$ cat src/rtl/wb_arb_pkg.sv
// Shared types and helpers for the writeback-port arbiter.
package wb_arb_pkg;
  localparam int XLEN_DEF       = 32;
  localparam int REG_ADDR_W_DEF = 5;

  typedef struct packed {
    logic                      valid;
    logic [REG_ADDR_W_DEF-1:0] rd;
    logic [XLEN_DEF-1:0]       data;
  } wb_req_t;

  function automatic int unsigned rr_next(input int unsigned idx, input int unsigned n);
    return (idx + 1 >= n) ? 0 : idx + 1;
  endfunction
endpackage

$ cat src/rtl/wb_arbiter_rr_pick.sv
// Combinational round-robin picker: first valid at or above i_ptr, modulo N.
module rr_pick #(
  parameter  int N  = 3,
  localparam int PW = $clog2(N)
) (
  input  logic [N-1:0]  i_valid,
  input  logic [PW-1:0] i_ptr,
  output logic [N-1:0]  o_grant,
  output logic [PW-1:0] o_idx
);
  int w_j;

  // Walk from the farthest candidate back to i_ptr so the nearest valid wins last.
  always_comb begin
    o_grant = '0;
    o_idx   = '0;
    w_j     = 0;
    for (int k = N - 1; k >= 0; k--) begin
      w_j = int'(i_ptr) + k;
      if (w_j >= N) w_j = w_j - N;
      if (i_valid[w_j[PW-1:0]]) begin
        o_grant              = '0;
        o_grant[w_j[PW-1:0]] = 1'b1;
        o_idx                = w_j[PW-1:0];
      end
    end
  end
endmodule

$ cat src/rtl/wb_arbiter.sv
// Round-robin arbiter for the register-file write port with a registered output stage.
// Optional conflict counter enabled by defining WB_ARB_PERF_EN.
module wb_arbiter
  import wb_arb_pkg::*;
#(
  parameter int NUM_REQ    = 3,
  parameter int XLEN       = XLEN_DEF,
  parameter int REG_ADDR_W = REG_ADDR_W_DEF
) (
  input  logic                          clk,
  input  logic                          rst_n,
  input  logic                          flush,
  input  logic [NUM_REQ-1:0]            req_valid,
  input  logic [NUM_REQ*REG_ADDR_W-1:0] req_rd,
  input  logic [NUM_REQ*XLEN-1:0]       req_data,
  output logic [NUM_REQ-1:0]            req_ready,
`ifdef WB_ARB_PERF_EN
  output logic [31:0]                   conflict_cnt,
`endif
  output logic                          wr_en,
  output logic [REG_ADDR_W-1:0]         wr_addr,
  output logic [XLEN-1:0]               wr_data
);
  localparam int PW = $clog2(NUM_REQ);

  logic [PW-1:0]         r_ptr;
  logic [PW-1:0]         w_idx;
  logic [NUM_REQ-1:0]    w_grant;
  logic                  w_any;
  logic [REG_ADDR_W-1:0] w_rd;
  logic [XLEN-1:0]       w_data;
  logic                  r_wr_en;
  logic [REG_ADDR_W-1:0] r_wr_addr;
  logic [XLEN-1:0]       r_wr_data;

  rr_pick #(.N(NUM_REQ)) u_pick (
    .i_valid (req_valid),
    .i_ptr   (r_ptr),
    .o_grant (w_grant),
    .o_idx   (w_idx)
  );

  assign w_any     = |req_valid;
  assign req_ready = rst_n ? w_grant : '0;
  assign w_rd      = req_rd[int'(w_idx)*REG_ADDR_W +: REG_ADDR_W];
  assign w_data    = req_data[int'(w_idx)*XLEN +: XLEN];

  // x0 and flush only suppress the enable; the handshake and pointer still advance.
  always_ff @(posedge clk or negedge rst_n) begin
    if (!rst_n) begin
      r_ptr     <= '0;
      r_wr_en   <= 1'b0;
      r_wr_addr <= '0;
      r_wr_data <= '0;
    end else begin
      r_wr_en <= w_any && (w_rd != '0) && !flush;
      if (w_any) begin
        r_ptr     <= PW'(rr_next(32'(w_idx), NUM_REQ));
        r_wr_addr <= w_rd;
        r_wr_data <= w_data;
      end
    end
  end

  assign wr_en   = r_wr_en;
  assign wr_addr = r_wr_addr;
  assign wr_data = r_wr_data;

`ifdef WB_ARB_PERF_EN
  logic [31:0] r_conflict_cnt;
  logic        w_conflict;

  assign w_conflict = $countones(req_valid) >= 2;

  always_ff @(posedge clk or negedge rst_n) begin
    if (!rst_n)                                 r_conflict_cnt <= '0;
    else if (w_conflict && r_conflict_cnt != '1) r_conflict_cnt <= r_conflict_cnt + 32'd1;
  end

  assign conflict_cnt = r_conflict_cnt;
`endif
endmodule

$ cat config.mk
export PLATFORM = sky130hd
export DESIGN_NAME = wb_arbiter
export DESIGN_NICKNAME = d
export VERILOG_FILES = /design/src/rtl/wb_arb_pkg.sv /design/src/rtl/wb_arbiter_rr_pick.sv /design/src/rtl/wb_arbiter.sv
export SDC_FILE = /design/constraint.sdc
export NUM_CORES = 1
export LEC_CHECK = 0
export BUFFER_PORTS_ARGS = -buffer_cell sky130_fd_sc_hd__buf_2
export CELL_PAD_IN_SITES_DETAIL_PLACEMENT = 1
export CELL_PAD_IN_SITES_GLOBAL_PLACEMENT = 1
export CORE_UTILIZATION = 33
export DETAILED_ROUTE_END_ITERATION = 10
export PLACE_DENSITY = 0.84
export SLEW_MARGIN = 40
export SYNTH_ARGS = -nofsm -noshare
export SYNTH_HDL_FRONTEND = slang
export SYNTH_HIERARCHICAL = 1
export SYNTH_SLANG_ARGS = --single-unit
$ cat constraint.sdc
create_clock -name clk -period 3.75 [get_ports clk]
set_clock_uncertainty 0.1 [all_clocks]
set_input_delay 1.125 -clock clk [delete_from_list [all_inputs] [get_ports clk]]
set_output_delay 1.125 -clock clk [all_outputs]
set_load 0.05 [all_outputs]
==> results_dict.tcl <==
set metrics [dict create \
    start_kind "primary input" \
    port_buffers 157 \
    final_cell_mix "157 x buf_2, 72 x nor2_1, 72 x a21oi_1" \
    status "complete, no violations" \
    grt_pass1_vias 2893 \
    cts_tree "yes" \
    rows 32 \
    crit_buf_inv 2 \
    stdcell_count 550 \
    route.detailed.drc 0 \
    cp.required_ns 2.52 \
    routedLengthMet1_um 3430 \
    synth.ff_latch_count 40 \
    grt_pass1_wl_um 13300 \
    min_period_over_period_pct 96.7 \
    avgRoutedWirePerCell_um 14.9 \
    crit_fanout 9 \
    critical_path.cell_chain "buf_2, nand2_1, nor3b_1, o221ai_1, a21oi_1, and2_1, buf_2" \
    vias 2736 \
    hold_viol_final 0 \
    syn_inst 298 \
    vdd_drop_max_uv 351 \
    top_layer_used "met4" \
    die-area_sq_mm 0.00833 \
    whs_ns 0.422 \
    ys_seq_area_share_pct 38.1 \
    crit_slowest_cell "o221ai_1" \
    layout.nets 568 \
    yosys.area_share.xor_xnor_pct 0 \
    setup_viol 0 \
    critPathTopFamily "compound AO/OA/AOI/OAI gates" \
    tightest_slew_ns 0.777 \
    dp_hpwl_um 6330 \
    crit_path_max_incr_delay_ns 0.33 \
    synth_simple_gate_area_share_pct 14.4 \
    synth_area_sq_mm 0.00263 \
    clkLatencyLatePin_ns 0.28 \
    cts_made_buffers 5 \
    synthAdderAreaFrac_pct 1.90 \
    max_cap_viol_count 0 \
    drt_iter0_drc 63 \
    place_congestion 0.788 \
    end_kind "primary output" \
    rsz0062_at_grt "no" \
    ys_warn_count 6 \
    clockBufferDepth 2 \
    clkSinkCount 40 \
    num-fill-cells 990 \
    h-tree-depth 2 \
    grt_max_degree 75 \
    dp_cells 542 \
    die_height_um 91.3 \
    avgSynthCellArea_sq_um 8.83 \
    min_path_type "reg2reg" \
    crit_type "in2out" \
    post-cts-setup-buffers 0 \
    max_freq_mhz 276 \
    synth.net_count 419 \
    ant_nets 0 \
    synth_compound_area_share_pct 19.5 \
    slew_viol_final 0 \
    route.met2.wl_um 4180 \
    area_growth_pct 36.7 \
    start_util_pct 34.0 \
    met3WireLength_um 512 \
    die_w_um 91.3 \
    dpl_cell_area_sq_mm 0.00346 \
    fin_area_sq_mm 0.00359 \
    clk_pin_slew_worst_paths_ns 0.08 \
    routed_via_density 4.97 \
    arrival_ns 2.40 \
    dr.pass1.iters 4 \
    finalSetupTns_ns 0 \
    powerDensity_mw_per_mm2 974 \
    cpMostUsedCell "buf_2" \
    core-area_sq_mm 0.00773 \
    grt_overflow_total 0 \
    drive_gt1_share_pct 42.2 \
    wl_um 8180 \
    power.leakage_nw 1.78 \
    antennaDiodeCount 0 \
    antenna_found_initial 0 \
    synth_cell_types 35 \
    synthMuxAreaShare_pct 18.2 \
    max_slew_margin_pct 48.2 \
    min_period_ns 3.63 \
    final_common_cell "buf_2" \
    grt_usage_pct 20.0 \
    synth_top_family_by_area "compound AO/OA/AOI/OAI gates" \
    cts_root_buffer "clkbuf_8" \
    boundaryPins 158 \
]
[logic make-up (layout without fill, tap and decap cells)]
logic type / Yosys count / after routing
muxes: 45 / 45
AOI/OAI and AO/OA: 93 / 93
DFF: 40 / 40
buffers and inverters: 28 / 178
and+or+nand+nor: 88 / 88
adders and majority gates: 4 / 4
[where the power goes]
| group | switching (mW) | total, mW | internal (mW) |
|---|---|---|---|
| sequential | 0.120 | 0.767 | 0.647 |
| combinational | 1.62 | 2.36 | 0.742 |
| clock | 0.155 | 0.373 | 0.218 |
| total | 1.89 | 3.50 | 1.61 |
[state kept, by name, summed over array words and instances (netlist names)]
| signal | flops |
|---|---|
| r_ptr | 2 |
| wr_addr | 5 |
| wr_data | 32 |
| wr_en | 1 |
[routing by layer]
layer  global-route usage [%]  vias to the layer above
li1                         -                     1337
met1                     23.0                     1284
met2                     36.7                      109
met3                     5.19                        6
met4                     4.76                        0
met5                        0                        -
[cell usage after synthesis (all sizes together)]
cell / number / area [sq um]
a21oi: 72 / 360
nor2: 72 / 270
dfrtp: 40 / 1000
mux2i: 40 / 404
buf: 22 / 175
o21ai: 7 / 38.8
mux2: 5 / 75.1
o2bb2ai: 5 / 43.8
ha: 4 / 50.1
inv: 4 / 17.5
and2: 3 / 18.8
nand2: 3 / 11.3
nor2b: 3 / 18.8
clkbuf: 2 / 17.5
nor3b: 2 / 15.0
nor4: 2 / 18.8
o21a: 2 / 15.0
o22ai: 2 / 12.5
a2bb2oi: 1 / 8.76
a31oi: 1 / 6.26
nand2b: 1 / 6.26
nand3b: 1 / 7.51
o211a: 1 / 10.0
o211ai: 1 / 7.51
o221ai: 1 / 8.76
or3: 1 / 11.3
[final cells by class]
cell class	instances	area (sq um)	share of cell area, %
multi-input combinational	230	1470	41.0
clock inverter	2	38.8	1.08
tap	102	128	3.55
timing repair buffer	166	853	23.7
inverter	4	17.5	0.487
sequential	40	1000	27.8
clock buffer	6	82.6	2.30
[per-stage QoR]
step	worst slack, ns	power [mW]	utilization (%)
2_1_floorplan	0.340	2.56	-
4_1_cts	0.0661	3.51	46.3
3_5_place_dp	0.0826	3.13	44.8
5_1_grt	0.0336	3.74	46.5
6_report	0.122	3.50	46.5
3_3_place_gp	0.157	3.06	44.8
[final timing paths]
kind / from / endpoint / slack [ns] / cells after the start
worst max-delay path: req_valid[2] / req_ready[1] / 0.12 / 7
worst min-delay path: wr_addr[2] / wr_addr[2] / 0.42 / 1
worst max register to register: r_ptr[0] / wr_en / 0.71 / 11
worst min register to register: wr_addr[2] / wr_addr[2] / 0.42 / 1
max in group asynchronous: rst_n / wr_addr[4] / 2.50 / 2
min in group asynchronous: rst_n / r_ptr[1] / 0.77 / 2
[what timing repair did]
item                                    4_1_cts  5_1_grt
endpoints found under the setup margin        0        2
hold buffers                                  0        0
gates resized for setup                       0        3
Note: power is estimated with default switching activity, not from simulation.
